## src/rtl/seg_scroll_message.sv

```systemverilog
// Scrolling message feeder for a 4-digit multiplexed 7-segment controller.
// A small character buffer is written while idle. The message then scrolls
// right-to-left across the four digits, one frame every TICK_DIV cycles.
module seg_scroll_message #(
  parameter int          MAX_LEN    = 16,
  parameter int          TICK_DIV   = 25000000,
  parameter logic [4:0]  BLANK_CODE = 5'h1F
) (
  input  logic                     clk,
  input  logic                     reset,
  input  logic                     wr_en,
  input  logic [$clog2(MAX_LEN)-1:0] wr_addr,
  input  logic [4:0]               wr_char,
  input  logic [$clog2(MAX_LEN):0] msg_len,
  input  logic                     loop,
  input  logic                     start,
  input  logic                     stop,
  output logic                     busy,
  output logic                     done,
  output logic [19:0]              seg_data
);

  localparam int AW = $clog2(MAX_LEN);
  localparam int FW = $clog2(MAX_LEN + 3);
  localparam int TW = $clog2(TICK_DIV);

  typedef enum logic {IDLE, SCROLL} state_t;

  state_t        state, state_nx;
  logic [FW-1:0] frame, frame_nx;
  logic [TW-1:0] tick_cnt, tick_nx;
  logic [AW:0]   len_r, len_nx;
  logic          loop_r, loop_nx;
  logic          done_nx;
  logic [4:0]    buffer [MAX_LEN];
  logic [19:0]   seg_nx;

  logic accept;
  logic tick_wrap;
  logic last_frame;

  // A start is only honoured with a usable length and no concurrent stop.
  assign accept     = start && !stop && (msg_len != '0) && (int'(msg_len) <= MAX_LEN);
  assign tick_wrap  = (tick_cnt == TW'(TICK_DIV - 1));
  assign last_frame = (int'(frame) == int'(len_r) + 2);
  assign busy       = (state == SCROLL);

  // Next-state logic: stop beats any frame advance or end of pass.
  always_comb begin
    state_nx = state;
    frame_nx = frame;
    tick_nx  = tick_cnt;
    len_nx   = len_r;
    loop_nx  = loop_r;
    done_nx  = 1'b0;
    case (state)
      IDLE: begin
        if (accept) begin
          state_nx = SCROLL;
          frame_nx = '0;
          tick_nx  = '0;
          len_nx   = msg_len;
          loop_nx  = loop;
        end
      end
      SCROLL: begin
        if (stop) begin
          state_nx = IDLE;
        end else if (tick_wrap) begin
          tick_nx = '0;
          if (last_frame) begin
            if (loop_r) begin
              frame_nx = '0;
            end else begin
              state_nx = IDLE;
              done_nx  = 1'b1;
            end
          end else begin
            frame_nx = frame + FW'(1);
          end
        end else begin
          tick_nx = tick_cnt + TW'(1);
        end
      end
      default: state_nx = IDLE;
    endcase
  end

  // Control state register.
  always_ff @(posedge clk) begin
    if (!reset) begin
      state    <= IDLE;
      frame    <= '0;
      tick_cnt <= '0;
      len_r    <= '0;
      loop_r   <= 1'b0;
      done     <= 1'b0;
    end else begin
      state    <= state_nx;
      frame    <= frame_nx;
      tick_cnt <= tick_nx;
      len_r    <= len_nx;
      loop_r   <= loop_nx;
      done     <= done_nx;
    end
  end

  // Message buffer: writable only while idle so a pass never changes mid-scroll.
  always_ff @(posedge clk) begin
    if (!reset) begin
      for (int i = 0; i < MAX_LEN; i++) buffer[i] <= BLANK_CODE;
    end else if (wr_en && (state == IDLE)) begin
      buffer[wr_addr] <= wr_char;
    end
  end

  // Digit k shows character frame-k; the signed index turns positions left of
  // the message start (negative) or past its end into blanks.
  always_comb begin
    int idx;
    idx    = 0;
    seg_nx = {4{BLANK_CODE}};
    if (state == SCROLL) begin
      for (int k = 0; k < 4; k++) begin
        idx = int'(frame) - k;
        if ((idx >= 0) && (idx < int'(len_r))) begin
          seg_nx[k*5 +: 5] = buffer[idx[AW-1:0]];
        end
      end
    end
  end

  // Registered display bus, one edge behind the frame state.
  always_ff @(posedge clk) begin
    if (!reset) seg_data <= {4{BLANK_CODE}};
    else        seg_data <= seg_nx;
  end

endmodule

```

## config.mk

```make
export PLATFORM = sky130hd
export DESIGN_NAME = seg_scroll_message
export DESIGN_NICKNAME = d
export VERILOG_FILES = /design/src/rtl/seg_scroll_message.sv
export SDC_FILE = /design/constraint.sdc
export NUM_CORES = 1
export LEC_CHECK = 0
export CAP_MARGIN = 20
export CORE_ASPECT_RATIO = 1.4
export CORE_MARGIN = 4
export CORE_UTILIZATION = 45
export DETAILED_ROUTE_END_ITERATION = 7
export GPL_TIMING_DRIVEN = 0
export SETUP_SLACK_MARGIN = 0.3
export SLEW_MARGIN = 10
export SYNTH_ARGS = -nofsm -noshare
export SYNTH_HDL_FRONTEND = slang
export SYNTH_SLANG_ARGS = --single-unit
```

## constraint.sdc

```tcl
create_clock -name clk -period 4.03 [get_ports clk]
set_input_delay 0.403 -clock clk [delete_from_list [all_inputs] [get_ports clk]]
set_output_delay 0.403 -clock clk [all_outputs]
set_load 0.05 [all_outputs]
```

# After elaboration in Yosys (flattened, before gate mapping)
# Memory sizes are Yosys's and may differ from the RTL's. A register that Yosys moved wholly into a read port is not among the register bits.
# Cells that the tools add are included.
[totals]
inputBits = 20
ramBits = 80
ff_bits = 38
n_memories = 1
[op_classes]
eq_ne = 6
muxes = 24
order_cmp = 9
n_addsub = 6
n_reduce_logical = 23
n_bitwise = 4
[memory_table]
columns = ["name", "words", "width", "rd", "rd_clocked_by_memory_dff", "write_ports", "line", "source"]
rows = [
  ["buffer", 16, 5, 4, 4, 16, "35", "logic [4:0] buffer [MAX_LEN];"],
]
[op_table]
columns = ["op", "n"]
rows = [
  ["25-bit 2-to-1 mux", 3],
  ["25-bit one-hot mux with 2 select lines", 1],
  ["5-bit 2-to-1 mux", 6],
  ["25-bit by 1-bit adder with 25-bit output, second input constant", 1],
  ["25-bit == test, second input constant", 1],
  ["6-bit by 1-bit >= comparator with 1-bit output, second input constant", 3],
  ["6-bit < comparator", 3],
  ["3-bit AND reduction", 4],
  ["5-bit by 2-bit subtractor with 6-bit output, second input constant", 2],
  ["1-bit 2-to-1 mux", 11],
  ["5-bit one-hot mux with 2 select lines", 1],
  ["5-bit OR reduction", 2],
  ["1-bit logical AND", 8],
  ["5-bit by 2-bit adder with 6-bit output, second input constant", 1],
  ["5-bit by 6-bit == test with 1-bit output", 1],
  ["5-bit by 1-bit subtractor with 6-bit output, second input constant", 1],
  ["5-bit by 1-bit adder with 5-bit output, second input constant", 1],
  ["5-bit by 1-bit >= comparator with 1-bit output, second input constant", 1],
  ["5-bit <= comparator, second input constant", 1],
  ["1-bit zero test", 5],
  ["5-bit < comparator", 1],
  ["5-bit nonzero test", 1],
  ["4-bit 2-to-1 mux", 1],
  ["2-bit inequality test, second input constant", 2],
  ["other kinds (6)", 10],
]

# Depth between registers and ports, before layout
# Gate-level depths: netlist of run 1.
[logic_depth]
depth_word = 7
mapped_depth = 14
depth_no_buf = 11

# Least setup slack after synthesis of run 1
# No wires, ideal clock.
[synth_path]
kind = "reg2reg"
startpoint = "register frame[1]"
endpoint = "register seg_data[7], read port of buffer"
setup_slack_ns = -0.221
required_ns = 3.911
t_arrival_ns = 4.132
setup_ns = 0.119
period_less_slack_ns = 4.251
stages_incl_launch_ff = 14
path_cell_list = "dfxtp_1 -> clkbuf_1 -> clkbuf_1 -> inv_1 -> ha_1 -> clkbuf_1 -> inv_2 -> ha_1 -> nor2b_1 -> o21a_1 -> o21ai_0 -> nand2b_1 -> a2111oi_0 -> or2b_1"
[synth_via]
elab_chain_len = 5
[synth_lines]
columns = ["element", "line", "source"]
rows = [
  ["start, declared", "30", "logic [FW-1:0] frame, frame_nx;"],
  ["start signal, assigned", "100", "frame <= frame_nx;"],
  ["5-bit by 1-bit subtractor with 6-bit output *", "125", "idx = int'(frame) - k;"],
  ["6-bit by 1-bit >= comparator with 1-bit output / 6-bit < comparator (equally long branches)", "126", "if ((idx >= 0) && (idx < int'(len_r))) begin"],
  ["1-bit logical AND", "126", ""],
  ["3-bit AND reduction (no source line)", "-", ""],
  ["1-bit zero test (no source line)", "-", ""],
  ["end, declared", "20", "output logic [19:0] seg_data"],
]
# Mark *: on every way between the ends. The rest lies on a longest branch, timed or not.
# A chain may end at the register's enable or synchronous reset.

# Final worst setup path of run 1
[layout_path]
startpoint = "register frame[0]"
endpoint = "register seg_data[7], read port of buffer"
# The elaborated chain is that of the path after synthesis.

==> results of run 1 <==
==> layer usage <==
| layer | vias to the layer above | global-route usage | part of all wire |
|---|---|---|---|
| li1 | 2872 | - | - |
| met1 | 3146 | 0.2743 | 0.38 |
| met2 | 279 | 0.4247 | 0.53 |
| met3 | 44 | 0.03914 | 0.058 |
| met4 | 0 | 0.08585 | 0.030 |
| met5 | - | 0 | 0 |
==> cell usage in the layout (no fill, tap or decap), drive strengths merged, types with 4 or more instances in the layout <==
cell,count
edfxtp,80
xor2,9
or2,47
nand3,19
clkbuf,49
clkdlybuf4s50,38
buf,25
or3,37
clkinv,7
a41oi,4
xnor2,7
nor2b,9
nand2b,27
nand4,7
nor2,32
ha,26
o21a,7
and3,5
a311oi,7
dfxtp,58
o21ai,19
a21oi,18
nand2,62
nor4,4
nor3,15
mux2i,18
inv,13
mux2,7
mux4,88
a31oi,6
==> flip-flops by register name, indices dropped and copies added (netlist names) <==
name / cells
len_r: 5
tick_cnt: 25
seg_data: 20
frame: 5
loop_r: 1
buffer: 80
busy: 1
done: 1
==> how the worst min path moves through the flow <==
stage                   end  cells after the start          from  slack (ps)
6_report             loop_r                      2        loop_r         470
2_1_floorplan        loop_r                      2        loop_r         430
5_1_grt              loop_r                      2        loop_r         500
3_5_place_dp   tick_cnt[24]                      1  tick_cnt[24]         470
4_1_cts              loop_r                      2        loop_r         480
3_3_place_gp         loop_r                      2        loop_r         460
==> layout make-up <==
type                       count  area share
sequential                   138      0.3574
multi-input combinational    514      0.4880
timing repair buffer          41     0.04041
inverter                      15    0.006024
buffer                        48     0.02385
tap                          244     0.03062
clock inverter                 9    0.007781
clock buffer                  23     0.04593
==> synth_stat cells, drive strengths merged, types with 2 or more instances <==
library cell / number / area, um2
edfxtp: 80 / 2402
and3: 5 / 31.28
nand2: 62 / 232.7
o2111ai: 2 / 17.52
xor2: 9 / 78.83
clkbuf: 28 / 105.1
nor2: 32 / 127.6
o21ai: 19 / 95.09
a2111oi: 2 / 18.77
a21o: 3 / 22.52
a31oi: 6 / 37.54
nand2b: 27 / 168.9
nand3: 19 / 95.09
and4: 2 / 17.52
or4: 3 / 26.27
mux2: 7 / 78.83
a221o: 2 / 20.02
o211a: 2 / 20.02
o21a: 7 / 52.55
or2: 47 / 294.0
a211oi: 3 / 27.52
buf: 20 / 117.6
a41oi: 4 / 35.03
a311oi: 7 / 61.31
mux4: 88 / 1982
o311a: 2 / 20.02
ha: 26 / 325.3
xnor2: 7 / 61.31
nor4: 4 / 31.28
nand4: 7 / 50.05
mux2i: 18 / 180.2
dfxtp: 58 / 1161
nor2b: 9 / 56.30
or3: 37 / 236.5
nor3: 15 / 75.07
a21oi: 18 / 90.09
inv: 14 / 52.55
and2: 2 / 12.51
nor3b: 2 / 15.01
==> worst min-delay path, cell delays in order (launching register included) <==
cell	delay [ps]
dfxtp_1	310
nand2_1	50
a21oi_1	60
==> power groups by stage <==
stage                     combinational [mW]  clock (mW)  sequential (mW)
after floorplan                        0.136           0             1.58
after global placement                 0.203           0             1.61
after detailed placement               0.208           0             1.61
after CTS                              0.211        1.46             1.58
after global routing                   0.228        1.52             1.59
final                                  0.210        1.46             1.59
==> timing repair <==
item | in CTS | in global routing
hold buffers | 0 | 0
buffers inserted | 0 | 3
hold endpoints to repair | 0 | 0
cloned | 0 | 0
setup endpoints to repair | 15 | 10
pin swaps | 1 | 1
gates resized for setup | 10 | 8
==> through the flow <==
stage	total power, mW	cells
after global placement	1.811	997
after floorplan	1.720	715
after detailed placement	1.821	997
after global routing	3.340	1032
final	3.254	1032
after CTS	3.257	1029
==> logic make-up (layout without fill, tap and decap cells) <==
logic type / Yosys count / in the layout / share of synthesized area
fa+ha+maj: 26 / 26 / 0.03775
buf+inv: 63 / 136 / 0.03238
xor+xnor: 16 / 16 / 0.01626
mux: 113 / 113 / 0.2601
simple gates: 278 / 278 / 0.1760
compound gates: 81 / 81 / 0.06403
flops: 138 / 138 / 0.4135
==> flow_summary.ini, run 1 <==
[run_status]
status = finished, final reports clean

[critical_path]
crit_path_end_kind = register
worst_setup_path_start_kind = register
worst_path_max_delay_cell = a2111oi_4
path_cells = buf_6 -> buf_4 -> clkinvlp_4 -> ha_4 -> clkbuf_4 -> inv_2 -> ha_1 -> nor2b_1 -> o21a_1 -> o21ai_0 -> nand2b_1 -> a2111oi_4 -> or2b_1
path_buf_inv = 5
r2r_cells = 13
cp.required_ps = 4340
crit_path_start = frame[0]
cp.depth = 13
crit_family = buffers and inverters
rr_endpoint = seg_data[7]
setup.worst_path.class = reg -> reg
crit_fanout = 10
critPathCapture = seg_data[7]
r2r-start = frame[0]
reg2reg_slack_ps = 470
worst_ep_arrival_time_ps = 3870
slowest_delay_ps = 430

[synth]
syn_inst = 715
syn_area_per_cell_um2 = 12.05
synthesis.nets = 761
synth_edf_count = 80
synth_cell_type_count = 62
synth.cell_area_um2 = 8617
synth_warnings = 0
synthFlopType = edfxtp_1
synth_seq_cells = 138
async_reset_ff_frac = 0
seq_area_frac_synth = 0.4135

[pwr]
power_density_nw_per_um2 = 326.4
p_comb_frac = 0.064
p_sw_uw = 766.9
pwr-share-seq = 0.487
p_leak_nw = 3.101
vdd_drop_max_mv = 0.2248
p_int_mw = 2.487
pwr-share-clk = 0.448
swShare = 0.2357

[die]
die_x_um = 125.0
core_um2 = 18680
rows = 59
die-area_um2 = 21460
die-height_um = 171.7
pin_count = 42
floorplan.initialDensity = 0.4614

[timing]
rsz0062_at_grt = true
fmax_mhz = 281.1
setup_viol = 0
min_period_ps = 3558
final_hold_viol_count = 0
finClkSkew_ps = 9.274
fin_ws_ps = 472.5
worstMarginPinSlew_ps = 966.2
relSlewSlack = 0.3520
hold_ws_ps = 470.9
setup_tns_ps = 0
final-max-slew-violation-count = 0
fin_crit_sh = 0.8828

[cts]
clk_latency_ps = 430
cts_sinks = 138
cts.reportedPaths.clkPinSlew_ps = 60
tritoncts = yes
clockRootBuffer = clkbuf_16
cts_inserted_buffers = 17
clockBufferDepth = 2
htree_levels = 4

[routing]
wire_per_inst_um = 23.54
first_pass_iters = 6
first_iter_violations = 541
drtAntennaViolNets = 0
viasPerCell = 6.144
wl_um = 24290
drc = 0
vias = 6341

[grt]
grtUsageTotal = 0.2315
antenna_found_initial = 0
grt_max_degree = 17
grt_pass1_wl_um = 37800
grt_pass1_vias = 6393
grt_overflow = 0

[min_path]
hp-class = reg -> reg

[layout]
area_growth_pct = 15.70
fin_area_um2 = 9970
num-fill-cells = 1590
drive_gt1_frac = 0.2652
post-route-util = 0.5338
nets = 821
multiInputGateArea_um2 = 4865
antenna_cells = 0
seq_area_um2 = 3563

[place]
placed_area_um2 = 9311
gp_congestion = 0.9318
pre_cts_slack_ps = -763.9
place.port_buffers = 38
hpwl_um = 18740

[job]
maxCapViolations = 0
(Power assumes the default switching activity.)
==> run 2: changes to the inputs <==
GPL_TIMING_DRIVEN = 1   (was 0)
==> flow_summary.ini, run 2 (synthesis gave the netlist of run 1 again) <==
[die]
floorplan.initialDensity = 0.4614
rows = 59
die-height_um = 171.7
die_x_um = 125.0
core_um2 = 18680
pin_count = 42
die-area_um2 = 21460

[timing]
fmax_mhz = 328.2
setup_viol = 0
final_hold_viol_count = 0
finClkSkew_ps = 8.418
relSlewSlack = 0.2586
fin_crit_sh = 0.7562
min_period_ps = 3047
setup_tns_ps = 0
rsz0062_at_grt = false
final-max-slew-violation-count = 0
worstMarginPinSlew_ps = 1105

[critical_path]
crit_path_end_kind = register
crit_path_start = frame[0]
crit_fanout = 46
cp.depth = 5
worst_path_max_delay_cell = buf_4
rr_endpoint = seg_data[13]
slowest_delay_ps = 680
critPathCapture = seg_data[13]
crit_family = buffers and inverters
cp.required_ps = 4340
r2r_cells = 5
reg2reg_slack_ps = 980
worst_setup_path_start_kind = register
path_buf_inv = 2
r2r-start = frame[0]
setup.worst_path.class = reg -> reg
worst_ep_arrival_time_ps = 3350
path_cells = buf_4 -> buf_4 -> mux4_2 -> mux4_2 -> or2_2

[place]
place.port_buffers = 41
placed_cells = 973
gp_congestion = 0.8617
hpwl_um = 16710

[pwr]
p_sw_uw = 757.7
pwr-share-clk = 0.457
power_mw = 3.294
p_leak_nw = 3.076
swShare = 0.2300
vdd_drop_max_mv = 0.1992
p_comb_frac = 0.063
power_density_nw_per_um2 = 334.5
pwr-share-seq = 0.480
p_int_mw = 2.536

[routing]
viasPerCell = 6.167
drc = 0
wire_per_inst_um = 22.12
first_iter_violations = 548
vias = 6198
wl_um = 22230
first_pass_iters = 5
drtAntennaViolNets = 0

[cts]
post-cts-setup-buffers = 0
htree_levels = 4
tritoncts = yes
cts_resized = 0
cts.reportedPaths.clkPinSlew_ps = 60
clk_latency_ps = 430
clockRootBuffer = clkbuf_16
cts_inserted_buffers = 17
cts_sinks = 138
clockBufferDepth = 2
cts_hold_buf = 0

[min_path]
hp-class = reg -> reg

[grt]
grt_pass1_vias = 6206
grt_pass1_wl_um = 35430
grtUsageTotal = 0.2139
grt_max_degree = 47
antenna_found_initial = 0
grt_overflow = 0

[layout]
largest_register_ffs = 80
antenna_cells = 0
reg_top3 = buffer: 80 flops, tick_cnt: 25 flops, seg_data: 20 flops
instances_no_fill = 1005
area_growth_pct = 14.29
post-route-util = 0.5273
top_register = buffer
final_cell_mix = 88 x mux4_2, 80 x edfxtp_1, 62 x nand2_1
drive_gt1_frac = 0.2694
layout_commonest_cell = mux4_2
nets = 794
num-fill-cells = 1611

[job]
maxCapViolations = 0

[run_status]
status = finished, final reports clean
run 2: cell types whose count changed in the layout (fill, tap and decap cells not counted), sizes merged:
cell           previous run  this run
buf                      25        21
bufinv                    1         2
clkbuf                   49        20
clkdlybuf4s50            38        41
clkinv                    7         8
clkinvlp                  3         2
inv                      13        15
run 2: power groups by stage:
stage	combinational, mW	sequential, mW	clock (mW)
final	0.207	1.58	1.50
after global routing	0.226	1.59	1.59
after CTS	0.209	1.58	1.53
after detailed placement	0.208	1.61	0
after global placement	0.203	1.61	0
after floorplan	0.136	1.58	0
run 2: final cells by class:
cell class	instances	area [um2]	area share
well taps	244	305.3	0.03100
repair buffers	62	568.0	0.05768
flip-flops and latches	138	3568	0.3623
clock inverters	12	125.1	0.01270
clock buffers	20	436.7	0.04434
multi-input cells	514	4788	0.4862
inverters	15	56.30	0.005717
run 2: worst reg2reg max path: stages (launching register included):
cell	delay, ps
dfxtp_4	340
buf_4	490
buf_4	710
mux4_2	650
mux4_2	470
or2_2	280
run 2: worst min path at each step:
stage / startpoint / to / slack (ps) / depth (start not counted)
after floorplan: loop_r / loop_r / 430 / 2
after global placement: loop_r / loop_r / 450 / 2
after detailed placement: loop_r / loop_r / 470 / 2
after CTS: loop_r / loop_r / 470 / 2
after global routing: loop_r / loop_r / 510 / 2
final: loop_r / loop_r / 470 / 2
run 2: per-layer routing:
metal / track usage / share of wire / up-vias
li1: - / - / 2813
met1: 0.2567 / 0.39 / 3083
met2: 0.3811 / 0.52 / 258
met3: 0.03510 / 0.056 / 44
met4: 0.09575 / 0.034 / 0
met5: 0 / 0 / -
run 2: metrics by stage:
step / instance area, um2 / setup WS (ps) / hold slack [ps]
2_1_floorplan: 8626 / 428.4 / 432.0
6_report: 9848 / 982.7 / 466.4
3_5_place_dp: 9286 / 983.5 / 465.7
5_1_grt: 9848 / 799.5 / 506.9
4_1_cts: 9848 / 945.4 / 473.1
3_3_place_gp: 9286 / 1055 / 451.2
==> run 3: changes to the inputs <==
clock period = 3.1 ns   (was 4.03 ns; I/O delays follow)
==> flow_summary.ini, run 3 (synthesis gave the netlist of run 1 again) <==
[critical_path]
worst_setup_path_start_kind = register
crit_path_start = frame[0]
r2r_cells = 10
rr_endpoint = seg_data[7]
crit_fanout = 10
crit_path_end_kind = register
critPathCapture = seg_data[7]
reg2reg_slack_ps = 520
r2r-start = frame[0]
worst_ep_arrival_time_ps = 2890
cp.required_ps = 3410
setup.worst_path.class = reg -> reg

[place]
place.port_buffers = 41
gp_congestion = 0.8224
pre_cts_slack_ps = 392.8
hpwl_um = 17060
placed_area_um2 = 9420
placed_cells = 981

[layout]
multiInputGateArea_um2 = 4851
largest_register_ffs = 80
top_register = buffer
final_cell_mix = 88 x mux4_2, 80 x edfxtp_1, 62 x nand2_1
fin_area_um2 = 10010
instances_no_fill = 1014
antenna_cells = 0
area_growth_pct = 16.16
drive_gt1_frac = 0.2883
num-fill-cells = 1580
seq_area_um2 = 3570
reg_top3 = buffer: 80 flops, tick_cnt: 25 flops, seg_data: 20 flops
nets = 803
layout_commonest_cell = mux4_2

[pwr]
pwr-share-clk = 0.452
power_density_nw_per_um2 = 425.5
pwr-share-seq = 0.482
p_leak_nw = 3.108
p_comb_frac = 0.066
p_sw_mw = 1.034
p_int_mw = 3.226
swShare = 0.2427
vdd_drop_max_mv = 0.3219

[routing]
viasPerCell = 6.113
wire_per_inst_um = 22.19
wl_um = 22500
drtAntennaViolNets = 0
first_iter_violations = 537
drc = 0
first_pass_iters = 5
vias = 6199

[timing]
fin_ws_ps = 520.6
fin_crit_sh = 0.8321
final_hold_viol_count = 0
setup_tns_ps = 0
setup_viol = 0
finClkSkew_ps = 7.805
rsz0062_at_grt = false
hold_ws_ps = 452.1
worstMarginPinSlew_ps = 656.9
final-max-slew-violation-count = 0
fmax_mhz = 387.7
min_period_ps = 2579
relSlewSlack = 0.5614

[cts]
cts_sinks = 138
cts_inserted_buffers = 17
clk_latency_ps = 430
cts_hold_buf = 0
clockBufferDepth = 2
tritoncts = yes
cts.reportedPaths.clkPinSlew_ps = 60
htree_levels = 4
clockRootBuffer = clkbuf_16

[die]
die-area_um2 = 21460
core_um2 = 18680
pin_count = 42
rows = 59
die_x_um = 125.0
die-height_um = 171.7
floorplan.initialDensity = 0.4614

[min_path]
hp-class = reg -> reg

[grt]
grt_pass1_vias = 6212
grt_overflow = 0
grt_max_degree = 86
grtUsageTotal = 0.2143
antenna_found_initial = 0
grt_pass1_wl_um = 35270

[job]
maxCapViolations = 0

[run_status]
status = finished, final reports clean
==> run 3: cell count changes in the layout (fill, tap and decap cells not counted), sizes merged <==
cell      delta
clkinv       -5
bufinv       -1
clkbuf       -1
clkinvlp     +6
inv          +2
buf          +8
==> run 3: timing repair <==
item,CTS,global route
resized for setup,0,2
hold endpoints to repair,0,0
endpoints found under the setup margin,0,10
buffers inserted,0,0
==> run 3: layout make-up <==
cell class | count | share of cell area
Clock buffer | 18 | 0.04288
Multi-Input combinational cell | 514 | 0.4846
Timing Repair Buffer | 71 | 0.06725
Inverter | 15 | 0.005875
Clock inverter | 14 | 0.01225
Tap cell | 244 | 0.03050
Sequential cell | 138 | 0.3566
==> run 3: worst min path at each step <==
stage                start     end  slack (ps)  depth (start not counted)
floorplan           loop_r  loop_r         430                          2
global placement    loop_r  loop_r         450                          2
detailed placement  loop_r  loop_r         450                          2
CTS                   loop  loop_r         440                          3
global route          loop  loop_r         450                          3
finish              loop_r  loop_r         450                          2
==> run 3: critical path: stages, from the launching register on <==
cell and delay [ps]:
dfxtp_4 370, inv_1 200, ha_4 260, inv_4 140, ha_1 250, nor2b_1 130
o21a_1 170, o21ai_0 150, nand2b_1 110, a2111oi_4 430, or2b_1 260
==> run 3: power by group through the flow <==
stage	clock network [mW]	registers [mW]	logic [mW]
after floorplan	0	2.06	0.179
after global routing	2.04	2.06	0.303
after CTS	1.95	2.05	0.282
after global placement	0	2.08	0.278
final	1.93	2.05	0.281
after detailed placement	0	2.09	0.282
==> run 3: metal layers <==
layer	vias up	global-route usage	share of wire
li1	2840	-	-
met1	3100	0.2534	0.38
met2	219	0.3929	0.54
met3	40	0.03914	0.053
met4	0	0.07642	0.028
met5	-	0	0
==> run 3: metrics by stage <==
stage | utilization | power, mW
floorplan | - | 2.237
global placement | 0.5044 | 2.361
detailed placement | 0.5044 | 2.371
CTS | 0.5339 | 4.279
global route | 0.5359 | 4.397
finish | 0.5359 | 4.259
